<file path="src/rtl/mod_mul_unit.sv">
// Bit-serial modular multiplier: result = (a * b) mod m, fixed 2W+1 cycle latency.
// Restoring reduction of a mod m, then MSB-first double-and-add over the bits of b.
module mod_mul_unit #(
  parameter int unsigned W = 32
) (
  input  logic         clk,
  input  logic         reset,
  input  logic         start,
  input  logic [W-1:0] a,
  input  logic [W-1:0] b,
  input  logic [W-1:0] m,
  output logic [W-1:0] result,
  output logic         done
);

  localparam int unsigned CW = (W > 1) ? $clog2(W) : 1;
  localparam logic [CW-1:0] CntMax = CW'(W - 1);

  typedef enum logic [1:0] {StIdle, StRed, StMul, StFin} state_e;

  state_e        state_q, state_d;
  logic [W-1:0]  a_q, a_d;
  logic [W-1:0]  b_q, b_d;
  logic [W-1:0]  m_q, m_d;
  logic [W-1:0]  ar_q, ar_d;
  logic [W:0]    acc_q, acc_d;
  logic [CW-1:0] cnt_q, cnt_d;
  logic [W-1:0]  result_q, result_d;
  logic          done_q, done_d;

  logic [W:0] m_ext;
  logic       m_zero;
  logic [W:0] red_t, red_n;
  logic [W:0] mul_d, mul_dr, mul_s, mul_sr, mul_n;

  // Datapath: acc < m_q holds throughout, so W+1 bits hold every intermediate.
  always_comb begin
    m_ext  = {1'b0, m_q};
    m_zero = (m_q == '0);
    red_t  = (acc_q << 1) | {{W{1'b0}}, a_q[cnt_q]};
    red_n  = (red_t >= m_ext) ? (red_t - m_ext) : red_t;
    mul_d  = acc_q << 1;
    mul_dr = (mul_d >= m_ext) ? (mul_d - m_ext) : mul_d;
    mul_s  = mul_dr + {1'b0, ar_q};
    mul_sr = (mul_s >= m_ext) ? (mul_s - m_ext) : mul_s;
    mul_n  = b_q[cnt_q] ? mul_sr : mul_dr;
  end

  always_comb begin
    state_d  = state_q;
    a_d      = a_q;
    b_d      = b_q;
    m_d      = m_q;
    ar_d     = ar_q;
    acc_d    = acc_q;
    cnt_d    = cnt_q;
    result_d = result_q;
    done_d   = done_q;

    unique case (state_q)
      StIdle: begin
        if (start) begin
          a_d     = a;
          b_d     = b;
          m_d     = m;
          acc_d   = '0;
          cnt_d   = CntMax;
          done_d  = 1'b0;
          state_d = StRed;
        end
      end
      StRed: begin
        // Modulus zero is defined to yield zero, so the accumulator is pinned there.
        acc_d = m_zero ? '0 : red_n;
        if (cnt_q == '0) begin
          ar_d    = m_zero ? '0 : red_n[W-1:0];
          acc_d   = '0;
          cnt_d   = CntMax;
          state_d = StMul;
        end else begin
          cnt_d = cnt_q - 1'b1;
        end
      end
      StMul: begin
        acc_d = m_zero ? '0 : mul_n;
        if (cnt_q == '0) begin
          state_d = StFin;
        end else begin
          cnt_d = cnt_q - 1'b1;
        end
      end
      StFin: begin
        result_d = acc_q[W-1:0];
        done_d   = 1'b1;
        state_d  = StIdle;
      end
      default: state_d = StIdle;
    endcase
  end

  always_ff @(posedge clk or posedge reset) begin
    if (reset) begin
      state_q  <= StIdle;
      a_q      <= '0;
      b_q      <= '0;
      m_q      <= '0;
      ar_q     <= '0;
      acc_q    <= '0;
      cnt_q    <= '0;
      result_q <= '0;
      done_q   <= 1'b1;
    end else begin
      state_q  <= state_d;
      a_q      <= a_d;
      b_q      <= b_d;
      m_q      <= m_d;
      ar_q     <= ar_d;
      acc_q    <= acc_d;
      cnt_q    <= cnt_d;
      result_q <= result_d;
      done_q   <= done_d;
    end
  end

  assign result = result_q;
  assign done   = done_q;

endmodule

</file>
<file path="config.mk">
export PLATFORM = sky130hd
export DESIGN_NAME = mod_mul_unit
export DESIGN_NICKNAME = d
export VERILOG_FILES = /design/src/rtl/mod_mul_unit.sv
export SDC_FILE = /design/constraint.sdc
export NUM_CORES = 1
export LEC_CHECK = 0
export ABC_AREA = 1
export BUFFER_PORTS_ARGS = -buffer_cell sky130_fd_sc_hd__clkbuf_2
export CAP_MARGIN = 15
export CORE_MARGIN = 4
export CORE_UTILIZATION = 62
export DETAILED_ROUTE_END_ITERATION = 12
export PLACE_DENSITY = 0.82
export SKIP_LAST_GASP = 1
export SYNTH_ARGS = -nofsm -noshare
export SYNTH_HDL_FRONTEND = slang
export SYNTH_SLANG_ARGS = --single-unit
export TNS_END_PERCENT = 30
</file>
<file path="constraint.sdc">
create_clock -name clk -period 11.1 [get_ports clk]
set_input_delay 3.33 -clock clk [delete_from_list [all_inputs] [get_ports clk]]
set_output_delay 3.33 -clock clk [all_outputs]
set_load 0.02 [all_outputs]
</file>
==> run summary, run 1 <==
## Drt
* **number of vias in the routed layout** 18,488
* **met3 wire length** 7339 um
* **Antenna Nets Post-Route** 0
* **total length of routed wires** 62,800 um
* **number of detailed-routing iterations run before antenna repair** 7
* **number of DRC markers in iteration 0** 2,505
* **met1 routed wirelength after detailed routing** 24,280 um
* **number of remaining DRC errors** 0
* **vias per cell** 6.048
* **DR top layer** met4
* **detail-routed net length per standard cell** 20.54 um
* **Routed met2 length** 28,210 um

## Timing
* **slew of the pin with the lowest slew margin** 1.020 ns
* **Peak Freq** 119.3 MHz
* **total of endpoints with negative setup slack in the final report** 0
* **aggregate negative setup slack** 0 ns
* **Worst Clk Skew** 0.02182 ns
* **count of final max-slew check failures** 0
* **setup repair after global routing missed its margin** false
* **final clock period utilization by the worst path** 75.50%
* **final count of hold timing violations** 0
* **final critical delay including setup and external delays** 8.380 ns
* **worst slew margin relative to its limit** 31.91%

## Floorplanning
* **number of placement rows** 60
* **area of the placeable core** 26,950 um2
* **initial core utilization** 63.11%
* **number of I/O pins** 132
* **die footprint** 30,150 um2
* **die span in y** 173.6 um
* **width of the die** 173.6 um

## Global routing
* **first-pass GRT wire length** 97,550 um
* **number of global-route vias before repair** 17,713
* **Total Routing Usage GR** 40.80%
* **antenna violations before repair** 0
* **remaining global-route overflow** 0
* **maximum number of pins on one net before global-route repair** 127

## Synthesis
* **area of the mapped netlist** 17,010 um2
* **post-synth top area cell** sky130_fd_sc_hd__dfrtp_1
* **most common cell in the netlist** sky130_fd_sc_hd__nand2_1
* **net count after synthesis** 2,836
* **dominant cells by area after synthesis** sky130_fd_sc_hd__dfrtp_1 29%, sky130_fd_sc_hd__nand2_1 21%, sky130_fd_sc_hd__ha_1 7.5%
* **proportion of synthesized flip-flops having asynchronous set or reset** 100.0%
* **number of unique standard cell types used by synthesis** 55
* **share of the synthesized area in the top cell type** 29.28%
* **predominant post-synthesis flop cell** sky130_fd_sc_hd__dfrtp_1
* **sequential fraction of the synthesis area** 29.43%
* **EDFF count, synth** 0
* **Yosys Warn Count** 0
* **post-synthesis instance total** 2,631
* **number of flip-flops and latches in the synthesized netlist** 200
* **most instantiated cells after synthesis** 973 x sky130_fd_sc_hd__nand2_1, 278 x sky130_fd_sc_hd__inv_1, 199 x sky130_fd_sc_hd__dfrtp_1
* **post-synthesis area per instance** 6.465 um2

## Setup path
* **maximum fanout encountered on the critical timing path** 61
* **Most common cell on crit path** sky130_fd_sc_hd__nand2_1
* **Critical-path top delay cell** sky130_fd_sc_hd__o21ai_0
* **type of element capturing the critical path** flop
* **critical path data required time** 11.46 ns
* **Arrival @ worst endpoint** 8.74 ns
* **maximum cell stage delay along the critical path** 0.80 ns
* **Worst Path Class, Setup** flop to flop
* **category of the worst setup path launch point** flop

## Final layout
* **number of nets at the end of the flow** 2,908
* **final cell count without fillers** 3,057
* **final cell utilization of the core** 68.33%
* **Diodes inserted** 0
* **proportion of layout cells with a drive suffix above 1** 8.800%
* **synthesis-to-finish area growth** 8.276%

## Clocking
* **clock sink total** 200
* **hold buffers post-CTS** 0
* **largest buffer count on any clock path** 2
* **Post-CTS Resized** 0
* **clock slew at the register clock pins of the worst setup and hold paths** 0.09 ns
* **number of levels the H-tree was split into** 4
* **Worst-Skew Late Latency** 0.46 ns
* **TritonCTS Buffers** 17
* **post-CTS setup repair buffer count** 0
* **CTS tree** yes
* **CTS root buf** sky130_fd_sc_hd__clkbuf_16

## Power and ir drop
* **worst supply voltage drop on vdd** 0.0003115 V
* **Leakage** 10.14 nW
* **Total Power Consumption** 6.562 mW
* **power density relative to cell area** 356.3 nW/um2

## Outcome
* **run status** complete, no violations

## Worst hold path
* **kind of path behind the tightest hold check** flop to flop

## Placed design
* **global placer's final weighted congestion** 1.071
* **placed wire-length estimate** 48,890 um
* **number of cells in the design after placement** 3,025
* **count of port buffers added during placement** 131

## Run
* **Maximum Capacitance Violations** 0

power breakdown:
part / leakage, nW / total, mW / internal, mW / switching (mW)
clock: 0.290 / 0.668 / 0.315 / 0.353
combinational: 7.25 / 4.72 / 1.40 / 3.32
sequential: 2.60 / 1.18 / 0.995 / 0.181
per-stage QoR:
stage / instance area, um2 / hold slack (ns) / worst slack, ns
floorplan: 17010 / 0.4436 / 2.318
global placement: 17820 / 0.4553 / 3.192
detailed placement: 17820 / 0.4595 / 3.201
CTS: 18420 / 0.4810 / 3.181
global route: 18420 / 0.4928 / 2.305
finish: 18420 / 0.4781 / 2.720
routing by layer:
layer	vias to the layer above	GRT usage (%)
li1	8598	-
met4	0	17.22
met2	1227	64.93
met3	194	10.12
met5	-	0
met1	8469	53.38
sequential cells by signal, summed over array words and instances, names as in the netlist:
name,cells
acc_q,32
done,1
ar_q,32
result,32
state_q,2
a_q,32
b_q,32
cnt_q,5
m_q,32
worst max-delay path, delay by kind of cell (launching register included):
| family | cells | cell delay [ns] |
|---|---|---|
| AO/OA/AOI/OAI | 7 | 1.90 |
| XOR/XNOR | 1 | 0.26 |
| adder cells (fa/ha/maj) | 3 | 1.20 |
| buffers and inverters | 4 | 0.64 |
| flip-flops | 1 | 0.39 |
| AND/OR/NAND/NOR | 24 | 3.83 |
layout make-up:
class	count	area (um2)
clock inverters	13	147.6
multi-input cells	2054	10540
clock buffers	19	452.9
repair buffers	146	768.2
inverters	284	1076
well taps	341	426.7
flip-flops and latches	200	5006
fillers	2381	8534
cell usage in the layout, fill, tap and decap left out, types with 11 or more instances in the layout:
cell type and instances:
sky130_fd_sc_hd__a211oi_1 11, sky130_fd_sc_hd__a21o_1 11, sky130_fd_sc_hd__a21oi_1 151, sky130_fd_sc_hd__buf_4 15, sky130_fd_sc_hd__clkbuf_16 17, sky130_fd_sc_hd__clkbuf_2 131, sky130_fd_sc_hd__dfrtp_1 199, sky130_fd_sc_hd__ha_1 102
sky130_fd_sc_hd__inv_1 276, sky130_fd_sc_hd__nand2_1 973, sky130_fd_sc_hd__nand3_1 141, sky130_fd_sc_hd__nand4_1 33, sky130_fd_sc_hd__nor2_1 163, sky130_fd_sc_hd__nor2_2 18, sky130_fd_sc_hd__nor3_1 22, sky130_fd_sc_hd__nor4_1 13
sky130_fd_sc_hd__o211ai_1 20, sky130_fd_sc_hd__o21ai_0 182, sky130_fd_sc_hd__o21ai_1 13, sky130_fd_sc_hd__o21bai_1 14, sky130_fd_sc_hd__or2_2 14, sky130_fd_sc_hd__xnor2_1 39, sky130_fd_sc_hd__xor2_1 72
logic make-up (layout without fill, tap and decap cells):
group | count (synthesis) | after routing | share of synthesized area (%)
AO/OA/AOI/OAI | 435 | 435 | 14.20
XOR/XNOR | 111 | 111 | 5.716
adder cells (fa/ha/maj) | 106 | 106 | 7.974
buffers and inverters | 377 | 462 | 8.776
flip-flops | 200 | 200 | 29.43
multiplexers | 1 | 1 | 0.05885
AND/OR/NAND/NOR | 1401 | 1401 | 33.85
path summary, 6_finish.rpt:
path	start	end	slack (ns)	depth (start not counted)
worst min-delay path	a_q[9]$_DFFE_PP0P_	a_q[9]$_DFFE_PP0P_	0.48	2
max in group asynchronous	reset	a_q[14]$_DFFE_PP0P_	6.61	3
worst min register to register	a_q[9]$_DFFE_PP0P_	a_q[9]$_DFFE_PP0P_	0.48	2
min in group asynchronous	reset	ar_q[10]$_DFFE_PP0P_	3.01	2
worst max-delay path	m_q[8]$_DFFE_PP0P_	acc_q[27]$_DFFE_PP0P_	2.72	39
worst max register to register	m_q[8]$_DFFE_PP0P_	acc_q[27]$_DFFE_PP0P_	2.72	39
Note: power is estimated with default switching activity, not from simulation.
==> run 2: changes to the inputs <==
Settings changed: CORE_UTILIZATION 62 to 56, PLACE_DENSITY 0.82 to 0.78.
Clock period 11.1 ns to 6.7 ns, I/O delays scaled along.
==> run summary, run 2 (same netlist as run 1, synthesis figures left out) <==
## Floorplanning
* **initial core utilization** 57.08%, was 63.11%
* **number of placement rows** 63, was 60
* **width of the die** 182.3 um, was 173.6 um
* **number of I/O pins** 132, unchanged
* **die footprint** 33,230 um2, was 30,150 um2
* **area of the placeable core** 29,800 um2, was 26,950 um2
* **die span in y** 182.3 um, was 173.6 um

## Drt
* **total length of routed wires** 66,640 um, was 62,800 um
* **number of DRC markers in iteration 0** 2,378, was 2,505
* **number of vias in the routed layout** 18,892, was 18,488
* **Antenna Nets Post-Route** 0, unchanged
* **detail-routed net length per standard cell** 20.88 um, was 20.54 um
* **vias per cell** 5.919, was 6.048
* **number of detailed-routing iterations run before antenna repair** 8, was 7
* **number of remaining DRC errors** 0, unchanged

## Setup path
* **Arrival @ worst endpoint** 6.90 ns, was 8.74 ns
* **critical path data required time** 7.10 ns, was 11.46 ns
* **kind of cell adding the most delay to the critical path** simple AND/OR/NAND/NOR gates, unchanged
* **FF-to-FF setup slack** 0.20 ns, was 2.72 ns
* **Most common cell on crit path** sky130_fd_sc_hd__nand2_1, unchanged
* **Worst Path Class, Setup** flop to flop, unchanged
* **worst path buffer plus inverter count** 6, was 4
* **category of the worst setup path launch point** flop, unchanged
* **worst reg2reg path depth** 36, was 39
* **Critical-path top delay cell** sky130_fd_sc_hd__dfrtp_1, was sky130_fd_sc_hd__o21ai_0
* **type of element capturing the critical path** flop, unchanged
* **end of the worst register-to-register path** acc_q[26]$_DFFE_PP0P_, was acc_q[27]$_DFFE_PP0P_
* **Reg2Reg Launch Point** m_q[20]$_DFFE_PP0P_, was m_q[8]$_DFFE_PP0P_
* **maximum cell stage delay along the critical path** 0.40 ns, was 0.80 ns
* **maximum fanout encountered on the critical timing path** 6, was 61

## Timing
* **Worst Clk Skew** 0.01915 ns, was 0.02182 ns
* **smallest hold slack** 0.4773 ns, was 0.4781 ns
* **post-layout worst setup margin** 0.1988 ns, was 2.720 ns
* **worst slew margin relative to its limit** 17.40%, was 31.91%
* **Peak Freq** 153.8 MHz, was 119.3 MHz
* **final critical delay including setup and external delays** 6.501 ns, was 8.380 ns
* **slew of the pin with the lowest slew margin** 1.239 ns, was 1.020 ns
* **final clock period utilization by the worst path** 97.03%, was 75.50%
* **total of endpoints with negative setup slack in the final report** 0, unchanged
* **final count of hold timing violations** 0, unchanged
* **count of final max-slew check failures** 0, unchanged

## Global routing
* **number of global-route vias before repair** 17,971, was 17,713
* **remaining global-route overflow** 0, unchanged
* **Total Routing Usage GR** 38.65%, was 40.80%
* **maximum number of pins on one net before global-route repair** 177, was 127
* **first-pass GRT wire length** 100,300 um, was 97,550 um
* **antenna violations before repair** 0, unchanged

## Placed design
* **placed wire-length estimate** 51,340 um, was 48,890 um
* **number of cells in the design after placement** 3,140, was 3,025
* **dpl cell area** 18,420 um2, was 17,820 um2
* **count of port buffers added during placement** 131, unchanged
* **global placer's final weighted congestion** 1.043, was 1.071
* **Worst Setup Slack post-DPL** -0.1997 ns, was 3.201 ns

## Power and ir drop
* **power density relative to cell area** 591.4 nW/um2, was 356.3 nW/um2
* **Total Power Consumption** 11.64 mW, was 6.562 mW
* **Leakage** 10.60 nW, was 10.14 nW
* **worst supply voltage drop on vdd** 0.0006781 V, was 0.0003115 V

## Worst hold path
* **kind of path behind the tightest hold check** flop to flop, unchanged
* **WHS Path Cells** 2, unchanged
* **Hold EP** a_q[2]$_DFFE_PP0P_, was a_q[9]$_DFFE_PP0P_
* **source of the worst hold timing path** a_q[2]$_DFFE_PP0P_, was a_q[9]$_DFFE_PP0P_

## Clocking
* **largest buffer count on any clock path** 2, unchanged
* **TritonCTS Buffers** 17, unchanged
* **hold buffers post-CTS** 0, unchanged
* **number of levels the H-tree was split into** 4, unchanged
* **Worst-Skew Late Latency** 0.47 ns, was 0.46 ns
* **clock sink total** 200, unchanged
* **CTS tree** yes, unchanged
* **CTS root buf** sky130_fd_sc_hd__clkbuf_16, unchanged
* **clock slew at the register clock pins of the worst setup and hold paths** 0.08 ns, was 0.09 ns

## Run
* **Maximum Capacitance Violations** 0, unchanged

## Outcome
* **run status** complete, no violations, unchanged

## Final layout
* **Diodes inserted** 0, unchanged
* **most common cell after layout, fill and taps aside** sky130_fd_sc_hd__nand2_1, unchanged
* **highest-count cells in the layout ignoring fill and taps** 966 x sky130_fd_sc_hd__nand2_1, 258 x sky130_fd_sc_hd__inv_1, 197 x sky130_fd_sc_hd__dfrtp_1, was 973 x sky130_fd_sc_hd__nand2_1, 276 x sky130_fd_sc_hd__inv_1, 199 x sky130_fd_sc_hd__dfrtp_1
* **final standard cell area without fillers** 19,690 um2, was 18,420 um2
* **proportion of layout cells with a drive suffix above 1** 14.70%, was 8.800%
* **synthesis-to-finish area growth** 15.73%, was 8.276%
* **number of nets at the end of the flow** 2,994, was 2,908
* **Fill cells** 2,821, was 2,381
* **final cell count without fillers** 3,192, was 3,057

## run 2: cell types whose count changed in the layout (fill, tap and decap cells not counted), sizes merged
cell,before,now
clkbuf,150,153
buf,15,95
clkinvlp,1,4
bufinv,0,2
inv,289,285
clkinv,7,6
nand3,144,147
## run 2: layout make-up
type                       count  area (um2)  area share (%)
multi-input combinational   2057       10970           55.73
sequential                   200        5009           25.44
timing repair buffer         229        1519           7.716
inverter                     284        1092           5.549
tap                          390       488.0           2.479
clock buffer                  19       442.9           2.250
clock inverter                13       163.9          0.8326
## run 2: worst max path at each step
stage | start | endpoint | cells after the start
2_1_floorplan | m_q[8]$_DFFE_PP0P_ | acc_q[2]$_DFFE_PP0P_ | 44
3_3_place_gp | m_q[1]$_DFFE_PP0P_ | acc_q[20]$_DFFE_PP0P_ | 40
3_5_place_dp | m_q[1]$_DFFE_PP0P_ | acc_q[26]$_DFFE_PP0P_ | 40
4_1_cts | m_q[19]$_DFFE_PP0P_ | acc_q[26]$_DFFE_PP0P_ | 41
5_1_grt | m_q[4]$_DFFE_PP0P_ | acc_q[20]$_DFFE_PP0P_ | 42
6_report | m_q[20]$_DFFE_PP0P_ | acc_q[26]$_DFFE_PP0P_ | 36
## run 2: tightest hold or removal path: cells and delay by family, from the launching register on
family,cells,cell delay [ns]
simple gates,2,0.10
flops,1,0.34
## run 2: metal layers
metal  up-vias  part of all wire (%)  track usage [%]
li1       8771                     -                -
met1      8813                    41            52.98
met2      1115                    44            58.66
met3       193                    11            9.926
met4         0                   4.3            15.46
met5         -                     0                0
## run 2: power breakdown
part / switching (mW) / internal [mW]
Combinational: 5.73 / 2.84
Clock: 0.534 / 0.574
Sequential: 0.315 / 1.65
Total: 6.57 / 5.07
## run 2: stage by stage
stage          util [%]  setup TNS, ns
3_5_place_dp      61.82         -1.411
6_report          66.07              0
3_3_place_gp      61.82        -0.5846
5_1_grt           66.07        -0.1260
2_1_floorplan         -              0
4_1_cts           63.87              0
## run 2: timing repair
action	CTS	global route
pin swaps	0	7
buffers inserted	0	14
setup endpoints to repair	31	32
gates cloned	0	6
gates resized for setup	5	120
